--- config.mk ---
export PLATFORM = sky130hd
export DESIGN_NAME = weight_bram_loader
export DESIGN_NICKNAME = d
export VERILOG_FILES = /design/src/rtl/weight_loader_pkg.sv /design/src/rtl/weight_line_packer.sv /design/src/rtl/weight_bram_loader.sv
export SDC_FILE = /design/constraint.sdc
export NUM_CORES = 1
export LEC_CHECK = 0
export CAP_MARGIN = 30
export CORE_MARGIN = 2
export CORE_UTILIZATION = 30
export CTS_BUF_LIST = sky130_fd_sc_hd__clkbuf_4
export DETAILED_ROUTE_END_ITERATION = 8
export PLACE_DENSITY = 0.66
export SKIP_CTS_REPAIR_TIMING = 1
export SYNTH_ARGS = -nofsm -noshare
export SYNTH_HDL_FRONTEND = slang
export SYNTH_SLANG_ARGS = --single-unit
export TNS_END_PERCENT = 30
--- constraint.sdc ---
create_clock -name clk -period 3.9 [get_ports clk]
set_clock_uncertainty 0.2 [all_clocks]
set_input_delay 0.78 -clock clk [delete_from_list [all_inputs] [get_ports clk]]
set_output_delay 0.78 -clock clk [all_outputs]
set_load 0.005 [all_outputs]
--- src/rtl/weight_loader_pkg.sv ---
// weight_loader_pkg: shared lane width, loader FSM states and row/bank mapping helpers
package weight_loader_pkg;
    localparam int LANE_WIDTH = 8;

    typedef enum logic [2:0] {IDLE, WEIGHTS, BIAS, WRITE, DONE} state_t;

    function automatic int section_length(input int m, input int temp);
        return m / temp;
    endfunction

    function automatic int bank_of(input int r, input int sl);
        return r / sl;
    endfunction
endpackage

--- src/rtl/weight_line_packer.sv ---
// weight_line_packer: assembles one BRAM line from lane-indexed weights and a trailing bias
module weight_line_packer
    import weight_loader_pkg::*;
#(
    parameter int BRAM_WIDTH     = 64,
    parameter int N              = 4,
    parameter int PRECISION      = 5,
    parameter int BIAS_PRECISION = 32,
    parameter int LW             = 2
) (
    input  logic                      clk,
    input  logic                      clr,
    input  logic [LW-1:0]             lane_i,
    input  logic                      weight_we_i,
    input  logic                      bias_we_i,
    input  logic                      clear_i,
    input  logic [BIAS_PRECISION-1:0] data_i,
    output logic [BRAM_WIDTH-1:0]     line_o
);
    logic [BRAM_WIDTH-1:0] line_q, line_d;

    // Merge the accepted beat into its lane (or the bias field); a write cycle empties the buffer
    always_comb begin
        line_d = line_q;
        for (int j = 0; j < N; j++)
            if (weight_we_i && lane_i == LW'(j))
                line_d[j*LANE_WIDTH +: PRECISION] = data_i[PRECISION-1:0];
        if (bias_we_i)
            line_d[N*LANE_WIDTH +: BIAS_PRECISION] = data_i;
        if (clear_i)
            line_d = '0;
    end

    // Line buffer register
    always_ff @(posedge clk) begin
        line_q <= clr ? '0 : line_d;
    end

    assign line_o = line_q;
endmodule

--- src/rtl/weight_bram_loader.sv ---
// weight_bram_loader: packs a weight/bias stream into banked BRAM lines; LOADER_CHECKSUM_EN adds a running checksum output
module weight_bram_loader
    import weight_loader_pkg::*;
#(
    parameter int BRAM_WIDTH     = 64,
    parameter int TEMP           = 2,
    parameter int M              = 5,
    parameter int N              = 4,
    parameter int BIAS_PRECISION = 32,
    parameter int PRECISION      = 5
) (
    input  logic                      clk,
    input  logic                      clr,
    input  logic                      start,
    input  logic                      s_valid,
    output logic                      s_ready,
    input  logic [BIAS_PRECISION-1:0] s_data,
    output logic [TEMP-1:0]           wr_en,
    output logic [(M>1 ? $clog2(M) : 1)-1:0] wr_addr,
    output logic [BRAM_WIDTH-1:0]     wr_data,
    output logic                      busy,
    output logic                      done
`ifdef LOADER_CHECKSUM_EN
    ,
    output logic [31:0]               checksum
`endif
);
    localparam int SL   = section_length(M, TEMP);
    localparam int ROWS = TEMP * SL;
    localparam int AW   = M > 1 ? $clog2(M) : 1;
    localparam int LW   = N > 1 ? $clog2(N) : 1;

    state_t        state_q, state_d;
    logic [AW-1:0] row_q, row_d;
    logic [LW-1:0] lane_q, lane_d;
    logic          xfer;

    assign xfer    = s_valid && s_ready;
    assign wr_addr = row_q;

    // State, counters and registered outputs decoded from the next state
    always_ff @(posedge clk) begin
        if (clr) begin
            state_q <= IDLE;
            row_q   <= '0;
            lane_q  <= '0;
            s_ready <= 1'b0;
            busy    <= 1'b0;
            done    <= 1'b0;
            wr_en   <= '0;
        end else begin
            state_q <= state_d;
            row_q   <= row_d;
            lane_q  <= lane_d;
            s_ready <= state_d == WEIGHTS || state_d == BIAS;
            busy    <= state_d != IDLE;
            done    <= state_d == DONE;
            wr_en   <= state_d == WRITE ? TEMP'(1) << bank_of(int'(row_d), SL) : '0;
        end
    end

    // Next-state: N weight beats, one bias beat, one write cycle per row
    always_comb begin
        state_d = state_q;
        row_d   = row_q;
        lane_d  = lane_q;
        case (state_q)
            IDLE:
                if (start) begin
                    state_d = WEIGHTS;
                    row_d   = '0;
                    lane_d  = '0;
                end
            WEIGHTS:
                if (xfer) begin
                    lane_d  = lane_q + 1'b1;
                    state_d = lane_q == LW'(N-1) ? BIAS : WEIGHTS;
                end
            BIAS:
                state_d = xfer ? WRITE : BIAS;
            WRITE:
                if (row_q == AW'(ROWS-1)) begin
                    state_d = DONE;
                end else begin
                    state_d = WEIGHTS;
                    row_d   = row_q + 1'b1;
                    lane_d  = '0;
                end
            DONE:
                state_d = IDLE;
            default:
                state_d = IDLE;
        endcase
    end

    weight_line_packer #(
        .BRAM_WIDTH    (BRAM_WIDTH),
        .N             (N),
        .PRECISION     (PRECISION),
        .BIAS_PRECISION(BIAS_PRECISION),
        .LW            (LW)
    ) u_packer (
        .clk        (clk),
        .clr        (clr),
        .lane_i     (lane_q),
        .weight_we_i(xfer && state_q == WEIGHTS),
        .bias_we_i  (xfer && state_q == BIAS),
        .clear_i    (state_q == WRITE),
        .data_i     (s_data),
        .line_o     (wr_data)
    );

`ifdef LOADER_CHECKSUM_EN
    // Wrapping sum of every accepted beat since the last accepted start
    always_ff @(posedge clk) begin
        if (clr || (state_q == IDLE && start))
            checksum <= '0;
        else if (xfer)
            checksum <= checksum + 32'(s_data);
    end
`endif
endmodule

# ---- Word level (Yosys, flattened, before mapping)
# Index checks and enable logic that the tools add are counted.
dict set report word_totals {
  register_bits 65
  input_bits 36
  out_inout_bits 72
  wordCells 61
}
dict set report op_classes {
  addsub 2
  eq_ne 14
  shifts 1
  n_mux 13
  n_bitwise 1
  n_reduce_logical 17
}
# operator n
set ops {}
lappend ops {{$eq 3x2->1 const B} 5}
lappend ops {{$mux 3} 5}
lappend ops {{$pmux 3 s4} 1}
lappend ops {{$mux 2} 4}
lappend ops {{$logic_and 1x1->1} 7}
lappend ops {{$eq 3x1->1 const B} 2}
lappend ops {{$ne 2x2->1 const B} 3}
lappend ops {{$pmux 2 s3} 1}
lappend ops {{$pmux 3 s2} 1}
lappend ops {{$reduce_bool 3->1} 2}
lappend ops {{$eq 2x2->1 const B} 2}
lappend ops {{$reduce_and 4->1} 1}
lappend ops {{$reduce_or 2->1} 2}
lappend ops {{$add 3x1->3 const B} 1}
lappend ops {{$eq 3x3->1 const B} 1}
lappend ops {{$logic_not 3->1} 1}
lappend ops {{$reduce_and 3->1} 1}
lappend ops {{$add 2x1->2 const B} 1}
lappend ops {{$eq 2x1->1 const B} 1}
lappend ops {{$logic_not 2->1} 1}
lappend ops {{$reduce_bool 2->1} 1}
lappend ops {{$shl 1x2->2 const A} 1}
lappend ops {{$logic_or 1x1->1} 1}
lappend ops {{$mux 1} 1}
lappend ops {{$not 1->1} 1}

# ---- Logic depth before layout (Yosys ltp)
# Gate-level depths: netlist of run 1.
dict set report depth {
  ltp_word 7
  ltp_mapped 8
  ltp_nobuf 5
}

# ---- Cells and area by module
# A second synthesis of run 1 with hierarchy kept.
dict set report unflattened {
  hier_cells 254
  hier_area_um2 2681.3
}
# module n_inst cells_per_inst area_each_um2 seq_area_each_um2
set modules_own_cells {}
lappend modules_own_cells {weight_line_packer 1 194 2128.3 1041.0}
lappend modules_own_cells {weight_bram_loader 1 60 553.0 260.2}

# ---- Worst setup path before layout of run 1
# No wires, ideal clock.
dict set report synth_path {
  path_kind {input to register}
  from {input s_valid}
  to {register u_packer.line_q[34] (netlist: u_packer.line_o[34])}
  setup_time_ns 0.132
  t_arrival_ns 1.555
  t_required_ns 3.568
  slack_ns 2.013
  cell_stages 7
  path_buffers 3
  cell_sequence {and3b_1 > buf_4 > and2_4 > buf_6 > buf_6 > nand2_1 > a21oi_1}
}
dict set report synth_between {
  elab_chain_len 2
}
# element line_no
set synth_rtl {}
lappend synth_rtl {{start, declared} weight_bram_loader.sv:15} ;# input logic s_valid,
lappend synth_rtl {{$logic_and 1x1->1} weight_bram_loader.sv:38} ;# assign xfer = s_valid && s_ready;
lappend synth_rtl {{$logic_and 1x1->1} weight_bram_loader.sv:107} ;# .bias_we_i (xfer && state_q == BIAS),
lappend synth_rtl {{end signal, assigned} weight_line_packer.sv:36} ;# line_q <= clr ? '0 : line_d;
lappend synth_rtl {{end, declared} weight_line_packer.sv:20} ;# logic [BRAM_WIDTH-1:0] line_q, line_d;
# Every way passes these cells.
# A chain may end at the register's enable or synchronous reset.

# ---- Worst setup path in the final report of run 1
dict set report layout_path {
  from {input s_valid}
  to {register u_packer.line_q[35] (netlist: u_packer.line_o[35])}
}
# The elaborated chain is that of the path after synthesis.

==> results.sh, run 1 <==
export IMPL_drive_above_1_share=0.0568
export IMPL_drtAntennaViolNets=0
export IMPL_endpoint_kind="flop"
export IMPL_drc=0
export IMPL_worstPathArrival_ps=2490
export IMPL_antenna_cells=0
export IMPL_hold_viol=0
export IMPL_port_buffers=95
export IMPL_r2r_cells=5
export IMPL_via_per_inst=4.58
export IMPL_cp_max_fo=17
export IMPL_clockPowerShare=0.406
export IMPL_io_pins=108
export IMPL_grt_max_degree=38
export IMPL_die_w_um=95.9
export IMPL_power_internal_w=0.000970
export IMPL_fin_crit_ps=2410
export IMPL_reg2reg_slack_ps=1650
export IMPL_htree_levels=3
export IMPL_clk_latency_ps=400
export IMPL_whs_endpoint="u_packer.line_o[39]"
export IMPL_setup_worst_path_start="s_valid"
export IMPL_finalWeightedCongestion=0.728
export IMPL_p_per_area_nw_per_um2=347
export IMPL_drtPass1Iterations=4
export IMPL_cts_root_buf="clkbuf_4"
export IMPL_seq_area_frac_synth=0.514
export IMPL_grtUsageTotal=0.141
export IMPL_cap_violations=0
export IMPL_crit_slowest_cell="clkdlybuf4s50_1"
export IMPL_drt_total_wl_um=6310
export IMPL_holdWs_ps=260
export IMPL_dpl_hpwl_um=4480
export IMPL_start_util=0.308
export IMPL_ys_ff_latch=65
export IMPL_yosysUniqueCellTypes=34
export IMPL_synth_cells=293
export IMPL_r2r_start="state_q[2]"
export IMPL_clockBufferDepth=2
export IMPL_vdd_drop_max_v=0.000172
export IMPL_grt_overflow=0
export IMPL_start_kind="primary input"
export IMPL_synth_warnings=0
export IMPL_switching_share=0.228
export IMPL_tns_ps=0
export IMPL_synthXorXnorAreaFrac=0
export IMPL_syn2layout_area_growth_pct=43.1
export IMPL_rsz0062_at_grt="false"
export IMPL_fin_crit_sh=0.618
export IMPL_netlist_area_um2=2530
export IMPL_vias=2252
export IMPL_synth_fa_ha_area_frac=0.0247
export IMPL_post_synth_and_or_nand_nor_area_fraction=0.210
export IMPL_hold_path_startpoint="u_packer.line_o[39]"
export IMPL_synth_compound_area_frac=0.143
export IMPL_maxSlewViolCount=0
export IMPL_rr_endpoint="u_packer.line_o[35]"
export IMPL_synthDominantCellAreaShare=0.514
export IMPL_combPwrFrac=0.060
export IMPL_synth_top_family_by_area="simple AND/OR/NAND/NOR gates"
export IMPL_min_path_type="reg -> reg"
export IMPL_antenna_found_initial=0
export IMPL_cellLeakagePower_nw=1.28
export IMPL_netlist_top_cells_area="dfxtp_1 (51%), nand2_1 (11%), a21oi_1 (7.5%), nand3_1 (4.3%), buf_4 (3.9%)"
export IMPL_path_cells="clkdlybuf4s50_1 -> and3b_1 -> nand2_1 -> buf_4 -> nand2_1 -> a21oi_1"
export IMPL_clock_sinks=65
export IMPL_numCtsBuffers=9
export IMPL_max_freq_ghz=0.415
export IMPL_clkSlewWorstSetupHoldPaths_ps=110
export IMPL_yosysTopAreaCell="dfxtp_1"
export IMPL_cp_required_ps=3980
export IMPL_tightest_slew_ps=581
export IMPL_whs_path_depth=2
export IMPL_syn_area_per_cell_um2=8.64
export IMPL_criticalPathCategory="in -> reg"
export IMPL_status="completed"
export IMPL_cts_tree="built"
export IMPL_dieArea_um2=9190
export IMPL_worst_path_most_repeated_cell="nand2_1"
export IMPL_p_seq_frac=0.534
export IMPL_crit_path_max_incr_delay_ps=500
export IMPL_setup_viol=0
export IMPL_wl_per_cell_um=12.8
export IMPL_chipHeight_um=95.9
export IMPL_grt_pass1_vias=2128
export IMPL_rows=33
export IMPL_first_iter_violations=77
export IMPL_synth_area_mux_share=0.0198
export IMPL_p_sw_w=0.000287
export IMPL_core_area_um2=8220
export IMPL_grt_pass1_wl_um=10000
export IMPL_slew_headroom=0.612
export IMPL_nets=423
## cell type report
cell class / count / area, um2
clock buffers: 9 / 67.6
clock inverters: 7 / 93.8
fillers: 822 / 4590
inverters: 3 / 11.3
multi-input cells: 206 / 1050
flip-flops and latches: 65 / 1300
well taps: 105 / 131
repair buffers: 97 / 966
## critical path: cells and delay by family
family          cells  cell delay, ps
compound gates      1              60
buf+inv             2             850
simple gates        3             790
## worst max-delay path by stage
stage | endpoint | slack (ps) | cells after the start
final | u_packer.line_o[35] | 1490 | 6
after global routing | u_packer.line_o[35] | 1350 | 6
after detailed placement | u_packer.line_o[61] | 1040 | 6
after CTS | u_packer.line_o[35] | 1510 | 6
after floorplan | u_packer.line_o[34] | 2010 | 7
after global placement | u_packer.line_o[49] | 1100 | 6
## per-layer routing
layer | track usage | part of all wire | vias up
met5 | 0 | 0 | -
met4 | 0.0500 | 0.010 | 0
met3 | 0.0423 | 0.071 | 6
met2 | 0.230 | 0.48 | 80
met1 | 0.178 | 0.44 | 1021
li1 | - | - | 1145
## power by group through the flow
| stage | sequential (W) | combinational [W] | clock (W) |
|---|---|---|---|
| detailed placement | 0.000686 | 0.0000748 | 0 |
| global placement | 0.000686 | 0.0000751 | 0 |
| finish | 0.000671 | 0.0000750 | 0.000511 |
| global route | 0.000672 | 0.0000826 | 0.000557 |
| floorplan | 0.000685 | 0.0000363 | 0 |
| CTS | 0.000671 | 0.0000755 | 0.000530 |
## state kept, by name, summed over array words and instances, names as in the netlist
register / count
busy: 1
done: 1
lane_q: 2
s_ready: 1
state_q: 3
u_packer.line_o: 52
wr_addr: 3
wr_en: 2
## Yosys cell counts, drive strengths merged
master	count
nand2	73
dfxtp	65
a21oi	38
buf	26
nand3	22
o21ai	16
nor2	9
ha	5
mux2i	5
clkbuf	4
inv	3
nor2b	3
nor3	3
nor4b	2
o211ai	2
a211oi	1
a2bb2oi	1
a41oi	1
and2	1
and3b	1
conb	1
nand2b	1
nand3b	1
nor3b	1
o21ba	1
o21bai	1
o311a	1
o311ai	1
o31ai	1
or2	1
or4	1
or4b	1
## through the flow
step	cells	total power (W)	utilization	setup WS, ps	instance area, um2
after floorplan	304	0.000722	-	2010	2570
after global routing	492	0.00131	0.441	1350	3620
after detailed placement	476	0.000761	0.421	1040	3460
final	492	0.00126	0.441	1490	3620
after CTS	492	0.00128	0.441	1510	3620
after global placement	476	0.000761	0.421	1100	3460
## logic make-up after synthesis
kind of cell | count (synthesis)
fa+ha+maj | 5
buf+inv | 33
simple gates | 120
compound gates | 64
flops | 65
mux | 5
other cells | 1
## layout by cell type (no fill, tap or decap), types with 2 or more instances in the layout
| cell type | n |
|---|---|
| clkdlybuf4s50_1 | 95 |
| nand2_1 | 73 |
| dfxtp_1 | 65 |
| a21oi_1 | 38 |
| nand3_1 | 22 |
| o21ai_0 | 16 |
| conb_1 | 12 |
| nor2_1 | 9 |
| clkbuf_4 | 9 |
| mux2i_1 | 5 |
| ha_1 | 5 |
| inv_1 | 3 |
| nor2b_1 | 3 |
| nor3_1 | 3 |
| o211ai_1 | 2 |
| nor4b_1 | 2 |
| bufinv_16 | 2 |
| buf_4 | 2 |
(Power assumes the default switching activity.)
==> run 2, diff against run 1 <==
- clock period: 3.9 -> 2.29 ns (I/O delays scaled with it)
==> results.sh, run 2 (synthesis results as in run 1) <==
export IMPL_grt_pass1_wl_um=9970
export IMPL_fillers=794
export IMPL_p_seq_frac=0.539
export IMPL_core_area_um2=8220
export IMPL_port_buffers=95
export IMPL_via_per_inst=4.58
export IMPL_switching_share=0.211
export IMPL_most_common_layout_cells="clkdlybuf4s50_1 (95), nand2_1 (73), dfxtp_1 (65)"
export IMPL_start_kind="flop"
export IMPL_rows=33
export IMPL_status="completed"
export IMPL_clkSlewWorstSetupHoldPaths_ps=90
export IMPL_clockPowerShare=0.398
export IMPL_criticalPathCategory="reg -> out"
export IMPL_drtPass1Iterations=4
export IMPL_cp_top_family="buffers and inverters"
export IMPL_vdd_drop_max_v=0.000273
export IMPL_fin_cells=495
export IMPL_io_pins=108
export IMPL_grt_overflow=0
export IMPL_syn2layout_area_growth_pct=44.4
export IMPL_cp_required_ps=1630
export IMPL_start_util=0.308
export IMPL_fin_crit_ps=2010
export IMPL_cap_violations=0
export IMPL_cts_tree="built"
export IMPL_grt_pass1_vias=2101
export IMPL_finalWeightedCongestion=0.798
export IMPL_numCtsBuffers=9
export IMPL_die_w_um=95.9
export IMPL_antenna_found_initial=0
export IMPL_maxSlewViolCount=0
export IMPL_htree_levels=3
export IMPL_largest_reg_flops=52
export IMPL_nets=427
export IMPL_tightest_slew_ps=526
export IMPL_holdWs_ps=257
export IMPL_chipHeight_um=95.9
export IMPL_tns_ps=0
export IMPL_max_freq_ghz=0.498
export IMPL_cts_root_buf="clkbuf_4"
export IMPL_endpoint_kind="primary output"
export IMPL_path_cells="clkdlybuf4s50_1"
export IMPL_critPathBufInv=1
export IMPL_antenna_cells=0
export IMPL_p_sw_w=0.000447
export IMPL_cp_max_fo=5
export IMPL_grtUsageTotal=0.142
export IMPL_p_per_area_nw_per_um2=579
export IMPL_drt_total_wl_um=6370
export IMPL_drtAntennaViolNets=0
export IMPL_vias=2269
export IMPL_clockBufferDepth=2
export IMPL_worstPathArrival_ps=1350
export IMPL_crit_path_max_incr_delay_ps=540
export IMPL_slew_headroom=0.648
export IMPL_dp_cells=480
export IMPL_fin_crit_sh=0.877
export IMPL_first_iter_violations=70
export IMPL_power_internal_w=0.00167
export IMPL_clk_latency_ps=400
export IMPL_drc=0
export IMPL_layout_commonest_cell="clkdlybuf4s50_1"
export IMPL_wl_per_cell_um=12.9
export IMPL_setup_viol=0
export IMPL_min_path_type="reg -> reg"
export IMPL_cellLeakagePower_nw=1.31
export IMPL_clock_sinks=65
export IMPL_grt_max_degree=38
export IMPL_crit_slowest_cell="clkdlybuf4s50_1"
export IMPL_dpl_hpwl_um=4630
export IMPL_combPwrFrac=0.063
export IMPL_drive_above_1_share=0.0641
export IMPL_dieArea_um2=9190
export IMPL_hold_viol=0
export IMPL_rsz0062_at_grt="false"
run 2: cell count changes in the layout (fill, tap and decap cells not counted), sizes merged:
cell / change
buf: +4
clkbuf: +2
clkinv: -1
clkinvlp: -1
inv: -1
run 2: power groups by stage:
stage	Clock [W]	Sequential, W	Combinational (W)
final	0.000844	0.00114	0.000133
after global routing	0.000916	0.00114	0.000147
after CTS	0.000868	0.00114	0.000134
after detailed placement	0	0.00117	0.000133
after global placement	0	0.00117	0.000134
after floorplan	0	0.00117	0.0000618
run 2: tightest hold or removal path, cell delays in order (launching register included):
cell and delay [ps]:
dfxtp_1 320, nand2_1 50, a21oi_1 50
run 2: area by class of cell:
cell class | count | area (um2) | share of cell area
clock inverter | 4 | 68.8 | 0.0188
sequential | 65 | 1300 | 0.356
multi-input combinational | 206 | 1050 | 0.288
tap | 105 | 131 | 0.0359
timing repair buffer | 101 | 1010 | 0.276
inverter | 3 | 11.3 | 0.00308
clock buffer | 11 | 82.6 | 0.0226
run 2: per-layer routing:
metal	up-vias	GRT usage	share of wire	wire, um
met5	-	0	0	0
met1	1036	0.170	0.44	2770
met4	0	0.0655	0.017	106
met2	69	0.235	0.48	3060
li1	1154	-	-	-
met3	10	0.0399	0.067	428
run 2: path summary, 6_finish.rpt:
path	from	endpoint	slack (ps)	cells after the start
worst max-delay path	wr_addr[1]	wr_addr[1]	280	1
worst min-delay path	u_packer.line_o[34]	u_packer.line_o[34]	260	2
worst max register to register	wr_addr[1]	wr_en[1]	310	5
worst min register to register	u_packer.line_o[34]	u_packer.line_o[34]	260	2
run 2: through the flow:
| stage | area (um2) | utilization | power [W] | setup slack [ps] |
|---|---|---|---|---|
| 2_1_floorplan | 2570 | - | 0.00123 | 593 |
| 3_3_place_gp | 3500 | 0.427 | 0.00130 | 101 |
| 3_5_place_dp | 3500 | 0.427 | 0.00130 | 47.5 |
| 4_1_cts | 3660 | 0.445 | 0.00214 | 248 |
| 5_1_grt | 3660 | 0.445 | 0.00221 | 76.1 |
| 6_report | 3660 | 0.445 | 0.00212 | 282 |
==> run 3, diff against run 2 <==
- CELL_PAD_IN_SITES_DETAIL_PLACEMENT: not set -> 0
- CELL_PAD_IN_SITES_GLOBAL_PLACEMENT: not set -> 1
- CORE_ASPECT_RATIO: not set -> 1.4
- CTS_CLUSTER_SIZE: not set -> 10
- PLACE_DENSITY: 0.66 -> 0.85
==> results.sh, run 3 (synthesis results as in run 1) <==
export IMPL_drive_above_1_share=0.0761
export IMPL_grtUsageTotal=0.140
export IMPL_clockBufferDepth=2
export IMPL_cp_max_fo=5
export IMPL_r2r_cells=4
export IMPL_fin_crit_sh=0.886
export IMPL_crit_slowest_cell="clkdlybuf4s50_1"
export IMPL_layout_commonest_cell="clkdlybuf4s50_1"
export IMPL_slew_headroom=0.540
export IMPL_crit_path_max_incr_delay_ps=530
export IMPL_tns_ps=0
export IMPL_rsz0062_at_grt="false"
export IMPL_cp_top_family="buffers and inverters"
export IMPL_first_iter_violations=81
export IMPL_worstPathArrival_ps=1370
export IMPL_critPathBufInv=1
export IMPL_drc=0
export IMPL_drtPass1Iterations=4
export IMPL_numCtsBuffers=9
export IMPL_finalWeightedCongestion=0.771
export IMPL_via_per_inst=4.59
export IMPL_p_per_area_nw_per_um2=533
export IMPL_status="completed"
export IMPL_path_cells="clkdlybuf4s50_1"
export IMPL_clock_sinks=65
export IMPL_vdd_drop_max_v=0.000267
export IMPL_largest_reg_flops=52
export IMPL_start_util=0.309
export IMPL_die_w_um=81.7
export IMPL_grt_max_degree=26
export IMPL_whs_path_depth=2
export IMPL_chipHeight_um=113
export IMPL_setup_viol=0
export IMPL_port_buffers=95
export IMPL_start_kind="flop"
export IMPL_fin_cells=497
export IMPL_dieArea_um2=9200
export IMPL_hold_viol=0
export IMPL_grt_pass1_vias=2090
export IMPL_cts_root_buf="clkbuf_4"
export IMPL_cellLeakagePower_nw=1.30
export IMPL_min_path_type="reg -> reg"
export IMPL_tightest_slew_ps=689
export IMPL_htree_levels=3
export IMPL_clkSlewWorstSetupHoldPaths_ps=110
export IMPL_nets=430
export IMPL_cts_tree="built"
export IMPL_max_freq_ghz=0.493
export IMPL_rows=39
export IMPL_drtAntennaViolNets=0
export IMPL_endpoint_kind="primary output"
export IMPL_syn2layout_area_growth_pct=45.0
export IMPL_clk_latency_ps=410
export IMPL_dpl_hpwl_um=4680
export IMPL_cp_num_cells=1
export IMPL_antenna_found_initial=1
export IMPL_core_area_um2=8200
export IMPL_dp_cells=480
export IMPL_most_common_layout_cells="clkdlybuf4s50_1 (95), nand2_1 (73), dfxtp_1 (65)"
export IMPL_cp_required_ps=1630
export IMPL_vias=2282
export IMPL_wl_per_cell_um=12.7
export IMPL_cap_violations=0
export IMPL_maxSlewViolCount=0
export IMPL_criticalPathCategory="reg -> out"
export IMPL_fin_crit_ps=2030
export IMPL_grt_overflow=0
export IMPL_io_pins=108
export IMPL_grt_pass1_wl_um=9890
export IMPL_drt_total_wl_um=6320
-- run 3: power breakdown --
group | switching (W) | internal (W) | leakage (nW)
sequential | 0.00000651 | 0.00114 | 0.524
combinational | 0.0000564 | 0.0000780 | 0.717
clock | 0.000450 | 0.000229 | 0.0589
total | 0.000513 | 0.00144 | 1.30
-- run 3: path summary, 6_finish.rpt --
check | slack [ps] | from | end
max reg2reg | 440 | state_q[0] | u_packer.line_o[9]
min | 260 | u_packer.line_o[47] | u_packer.line_o[47]
max | 260 | wr_addr[1] | wr_addr[1]
min reg2reg | 260 | u_packer.line_o[47] | u_packer.line_o[47]
-- run 3: cell type report --
cell class / instances / area, um2
multi-input combinational: 206 / 1050
inverter: 3 / 11.3
tap: 102 / 128
clock buffer: 9 / 67.6
sequential: 65 / 1300
fill: 830 / 4530
timing repair buffer: 104 / 1060
clock inverter: 7 / 53.8
antenna: 1 / 2.50
-- run 3: tightest hold or removal path, stage by stage, from the launching register on --
cell and delay (ps):
dfxtp_1 320, nand2_1 50, a21oi_1 50
-- run 3: stage by stage --
| stage | area (um2) | setup WS (ps) | util | hold WS, ps | power (W) |
|---|---|---|---|---|---|
| 2_1_floorplan | 2570 | 593 | - | 253 | 0.00123 |
| 3_5_place_dp | 3550 | 56.4 | 0.433 | 246 | 0.00130 |
| 5_1_grt | 3670 | 171 | 0.448 | 287 | 0.00204 |
| 4_1_cts | 3670 | 217 | 0.448 | 260 | 0.00199 |
| 3_3_place_gp | 3550 | 96.2 | 0.433 | 241 | 0.00130 |
| 6_report | 3670 | 261 | 0.448 | 259 | 0.00196 |
-- run 3: layer usage --
metal  vias to the layer above  GRT usage  routed length (um)
li1                       1158          -                   -
met1                      1045      0.154                2530
met2                        69      0.233                3250
met3                        10     0.0486                 416
met4                         0     0.0700                 128
met5                         -          0                   0
==> patch 1 (flow settings as in run 3) <==
Encoding of `state_t`: now Gray code (3 bits for 5 states).
--- a/src/rtl/weight_loader_pkg.sv
+++ b/src/rtl/weight_loader_pkg.sv
@@ -2,7 +2,7 @@
 package weight_loader_pkg;
     localparam int LANE_WIDTH = 8;
 
-    typedef enum logic [2:0] {IDLE, WEIGHTS, BIAS, WRITE, DONE} state_t;
+    typedef enum logic [2:0] {IDLE = 3'b000, WEIGHTS = 3'b001, BIAS = 3'b011, WRITE = 3'b010, DONE = 3'b110} state_t;
 
     function automatic int section_length(input int m, input int temp);
         return m / temp;
Formal check against the unedited RTL: same outputs for any inputs over 10 cycles, from zero or initial values; not proved beyond that.
==> patch 1 against run 3 <==
  * Utilization decreased by 0.56 points
  * Synthesized area increased by 3.0%
  * Final area increased by 2.5%
  * Sequential cell count unchanged
  * Worst setup slack got worse by 28 ps
  * Total power increased by 9.8%
  * Routed wire length increased by 0.98%
  * Count of clock-buffer cells in the layout increased by 1
  * Critical path depth unchanged
==> patch 1: results (changes against run 3) <==
Clock Latency Late Sink 410 ps (about the same); status finished clean (unchanged); largest fanout on the critical path 6 (was 5); M1 GR Usage 16.6% (was 15.4%); met2 wire len 3.17 mm (was 3.25 mm); Syn Area/Cell 8.75 sq um (was 8.64 sq um); dpl cells 482 (was 480); Clk pin slew, worst setup/hold paths 110 ps (about the same); routed wire length 6.39 mm (was 6.32 mm); Root Driver clkbuf_4 (unchanged); Max VDD drop 0.488 mV (was 0.267 mV); Netlist cell types 37 (was 34); Commonest cells post-synth 66 x nand2_1, 65 x dfxtp_1, 37 x a21oi_1 (was 73 x nand2_1, 65 x dfxtp_1, 38 x a21oi_1); data arrival time of the critical path 1400 ps (was 1370 ps); first-pass GRT wire length 10.2 mm (was 9.89 mm); met2 Use GR 23.1% (was 23.3%); GRT met3 Usage 4.73% (was 4.86%); routed len/inst 12.8 microns (was 12.7 microns); DRT iter0 DRCs 64 (was 81); clk buf depth 2 (unchanged); register area share after synthesis 49.9% (was 51.4%); TritonCTS Buffers 9 (unchanged); initial antenna violation count 0 (was 1); Crit path max-delay family buffers and inverters (unchanged); met3 wire length 471 microns (was 416 microns); filler instances 867 (was 830); H-tree depth 3 (unchanged); wl on met1 2.66 mm (was 2.53 mm); flop2flop setup slack 320 ps (was 440 ps); largest net degree at the start of global routing 38 (was 26); Worst path max stage delay 550 ps (was 530 ps); worst r2r path cells 4 (unchanged); slowest cell on the critical path clkdlybuf4s50_1 (unchanged); Critical Path Sink wr_addr[2] (was wr_addr[1]); nets@finish 429 (was 430); max reg flops 52 (unchanged); Worst Tran Pin Value 641 ps (was 689 ps); Total Routing Usage GR 14.2% (was 14.0%); vias in the first global route 2140 (was 2090); Area contributors post-synth dfxtp_1 50%, nand2_1 9.5%, mux2i_1 7.7%, a21oi_1 7.1%, nor2_1 3.6% (was dfxtp_1 51%, nand2_1 11%, a21oi_1 7.5%, nand3_1 4.3%, buf_4 3.9%); 1st-pass router iterations 4 (unchanged); IO buf count 95 (unchanged); layout cells sized above 1 7.63% (was 7.61%); gpl congestion 0.752 (was 0.771); ys async rst share 0% (unchanged); leak pwr 1.40 nW (was 1.30 nW); Ys Warns 0 (unchanged); RR Startpoint state_q[1]$_SDFF_PP0_ (was state_q[0]$_SDFF_PP0_); DR vias 2253 (was 2282); crit path from wr_addr[2]$_SDFF_PP0_ (was wr_addr[1]$_SDFF_PP0_); diodes inserted 0 (was 1); Hold Path Class reg -> reg (unchanged); HPWL Detailed 4.50 mm (was 4.68 mm); Crit Reg-Reg Endpoint u_packer.line_o[35]$_SDFFE_PP0P_ (was u_packer.line_o[9]$_SDFFE_PP0P_)
==> patch 1: cell types whose count changed after synthesis, moves of 4 or more <==
cell,before,now
mux2i_1,5,20
nand2_1,73,66
clkbuf_1,4,11
nand3_1,22,6
o21ai_0,16,0
and3_1,0,4
nor2_1,9,25
nand2b_1,1,5
==> patch 1: worst min-delay path by stage <==
stage / start / to / slack, ps / cells after the start
after detailed placement: u_packer.line_o[55]$_SDFFE_PP0P_ / u_packer.line_o[55]$_SDFFE_PP0P_ / 250 / 2
after CTS: u_packer.line_o[55]$_SDFFE_PP0P_ / u_packer.line_o[55]$_SDFFE_PP0P_ / 260 / 2
after global placement: u_packer.line_o[51]$_SDFFE_PP0P_ / u_packer.line_o[51]$_SDFFE_PP0P_ / 240 / 2
after global routing: u_packer.line_o[46]$_SDFFE_PP0P_ / u_packer.line_o[46]$_SDFFE_PP0P_ / 280 / 2
after floorplan: u_packer.line_o[32]$_SDFFE_PP0P_ / u_packer.line_o[32]$_SDFFE_PP0P_ / 250 / 2
final: u_packer.line_o[43]$_SDFFE_PP0P_ / u_packer.line_o[43]$_SDFFE_PP0P_ / 260 / 2
==> patch 1: area by class of cell <==
cell class / instances / area (sq um) / share of cell area, %
Inverter: 5 / 18.8 / 0.499
Sequential cell: 65 / 1300 / 34.6
Clock buffer: 10 / 75.1 / 1.99
Multi-Input combinational cell: 206 / 1130 / 30.1
Tap cell: 105 / 131 / 3.49
Clock inverter: 6 / 82.6 / 2.19
Timing Repair Buffer: 101 / 1020 / 27.1
==> patch 1: report_power, final <==
part | switching, mW | total (mW) | internal [mW]
Sequential | 0.00838 | 1.14 | 1.14
Clock | 0.412 | 0.862 | 0.450
Combinational | 0.0595 | 0.141 | 0.0816
Total | 0.480 | 2.15 | 1.67
==> patch 1: cells by family after synthesis <==
| group | share of synthesized area (%) |
|---|---|
| adder cells (fa/ha/maj) | 2.40 |
| other | 0.144 |
| flip-flops | 49.9 |
| AND/OR/NAND/NOR | 21.7 |
| buffers and inverters | 8.40 |
| AO/OA/AOI/OAI | 9.36 |
| multiplexers | 8.11 |
==> patch 1: through the flow <==
step / instance area (sq um) / power [mW] / hold WS [ps] / setup slack, ps / utilization (%)
3_3_place_gp: 3610 / 1.31 / 242 / 55.7 / 42.4
4_1_cts: 3760 / 2.19 / 262 / 197 / 44.2
3_5_place_dp: 3610 / 1.31 / 246 / 28.5 / 42.4
5_1_grt: 3760 / 2.25 / 279 / 152 / 44.2
2_1_floorplan: 2650 / 1.23 / 252 / 548 / -
6_report: 3760 / 2.15 / 257 / 233 / 44.2
==> patch 1: worst min-delay path, stage by stage (launching register included) <==
cell and delay [ps]:
dfxtp_1 320, nand2_1 50, a21oi_1 50
==> patch 2 (config.mk and constraints of run 3) <==
Made on the original files. Add a define of `LOADER_CHECKSUM_EN`.
--- a/src/rtl/weight_bram_loader.sv
+++ b/src/rtl/weight_bram_loader.sv
@@ -1,4 +1,6 @@
 // weight_bram_loader: packs a weight/bias stream into banked BRAM lines; LOADER_CHECKSUM_EN adds a running checksum output
+`define LOADER_CHECKSUM_EN
+
 module weight_bram_loader
     import weight_loader_pkg::*;
 #(
Formal check against the unedited RTL (old outputs only; new: checksum): equivalent (equiv_simple and equiv_induct, registers matched by name and starting in step).
==> patch 2 against run 3 <==
  * The run now ends with negative setup slack left
  * Fmax shrank 27%
  * Sequential cell count rose by 32
  * Synthesized area increased by 110%
  * Non-clock buffer count grew 158
  * Count of clock-buffer cells in the layout is the same
  * Total power grew 75%
  * First-iteration DRC count rose to 3.6 times the old value
  * Routed wire length rose to 2.7 times the old value
  * Worst setup slack lost 760 ps
  * Sequential power is 53% higher
  * Final area increased by 130%
  * Critical path type is now reg -> reg
  * Highest routed layer unchanged
==> patch 2: results (changes against run 3) <==
dpl cells 1116 (was 480); status complete, but fails checks (was finished clean); multi-input gate share of total cell area 41.4% (was 28.7%); Post-Synthesis Cells 660 (was 293); multiplexer share of the synthesized area 0.963% (was 1.98%); P&R area growth vs syn 59.2% (was 45.0%); violated checks negative setup slack; Place WS -1180 ps (was 56.4 ps); Area contributors post-synth dfxtp_1 37%, nand2_1 11%, a21oi_1 9.8%, ha_1 8.7%, nand3_1 3.5% (was dfxtp_1 51%, nand2_1 11%, a21oi_1 7.5%, nand3_1 4.3%, buf_4 3.9%); worst setup margin -500 ps (was 261 ps); CTS sink count 97 (was 65); Comb power frac 21.3% (was 6.9%); comb_multi_in 523 (was 206); 1st-pass router iterations 5 (was 4); Buffers, non-clock 262 (was 104); Total Routing Usage GR 17.7% (was 14.0%); Final Setup Violations 19 (was 0); Crit Reg-Reg Endpoint checksum[20]$_SDFFE_PP0N_ (was u_packer.line_o[9]$_SDFFE_PP0P_); Hold Path Class in -> reg (was reg -> reg); slowest cell on the critical path dfxtp_2 (was clkdlybuf4s50_1); crit path from checksum[0]$_SDFFE_PP0N_ (was wr_addr[1]$_SDFF_PP0_); worst r2r path cells 10 (was 4); largest fanout on the critical path 2 (was 5); total power 3.42 mW (was 1.96 mW); Crit. path cell count 10 (was 1); Clk pin slew, worst setup/hold paths 180 ps (was 110 ps); HPWL Detailed 12.5 mm (was 4.68 mm); Compound-Gate Fraction of Synth Area 19.6% (was 14.3%); adder-cell area share of the yosys netlist 9.05% (was 2.47%); Worst path max stage delay 380 ps (was 530 ps); Core Util, Final 49.0% (was 44.8%); hold wc startpoint s_data[8] (was u_packer.line_o[47]$_SDFFE_PP0P_); xor/xnor share of the synthesized area 2.87% (was 0%); filler instances 1628 (was 830); Signal inverters 10 (was 3); DRT iter0 DRCs 291 (was 81); setup tns final -4760 ps (was 0 ps); IO buf count 127 (was 95); DR vias 5434 (was 2282); Critical Path End Type register (was output pin); Max VDD drop 0.248 mV (was 0.267 mV); Netlist cell types 64 (was 34); first-pass GRT wire length 26.0 mm (was 9.89 mm); Vias/cell 4.76 (was 4.59); vias in the first global route 5246 (was 2090); Net Sw Power 1.07 mW (was 513 uW); largest net degree at the start of global routing 30 (was 26); layout cells sized above 1 26.0% (was 7.61%)
-- patch 2: cell types whose count changed after synthesis, moves of 6 or more --
cell	run 3	this run
dfxtp_1	65	97
nor2_1	9	36
nand2_1	73	148
inv_1	3	10
nand3_1	22	36
o21bai_1	0	6
or3_1	0	8
ha_1	5	36
buf_2	8	0
a21oi_1	38	102
clkbuf_1	4	20
xnor2_1	0	13
nor3_1	3	9
-- patch 2: worst min path at each step --
stage	end	slack (ps)
2_1_floorplan	u_packer.line_o[0]$_SDFFE_PP0P_	250
6_report	u_packer.line_o[40]$_SDFFE_PP0N_	90
5_1_grt	u_packer.line_o[40]$_SDFFE_PP0N_	60
3_3_place_gp	u_packer.line_o[59]$_SDFFE_PP0N_	240
4_1_cts	u_packer.line_o[0]$_SDFFE_PP0P_	270
3_5_place_dp	u_packer.line_o[0]$_SDFFE_PP0P_	250
-- patch 2: metal layers --
layer,global-route usage (%),routed length [microns]
met1,21.0,6920
met2,31.8,8870
met3,2.43,687
met4,6.68,436
met5,0,0
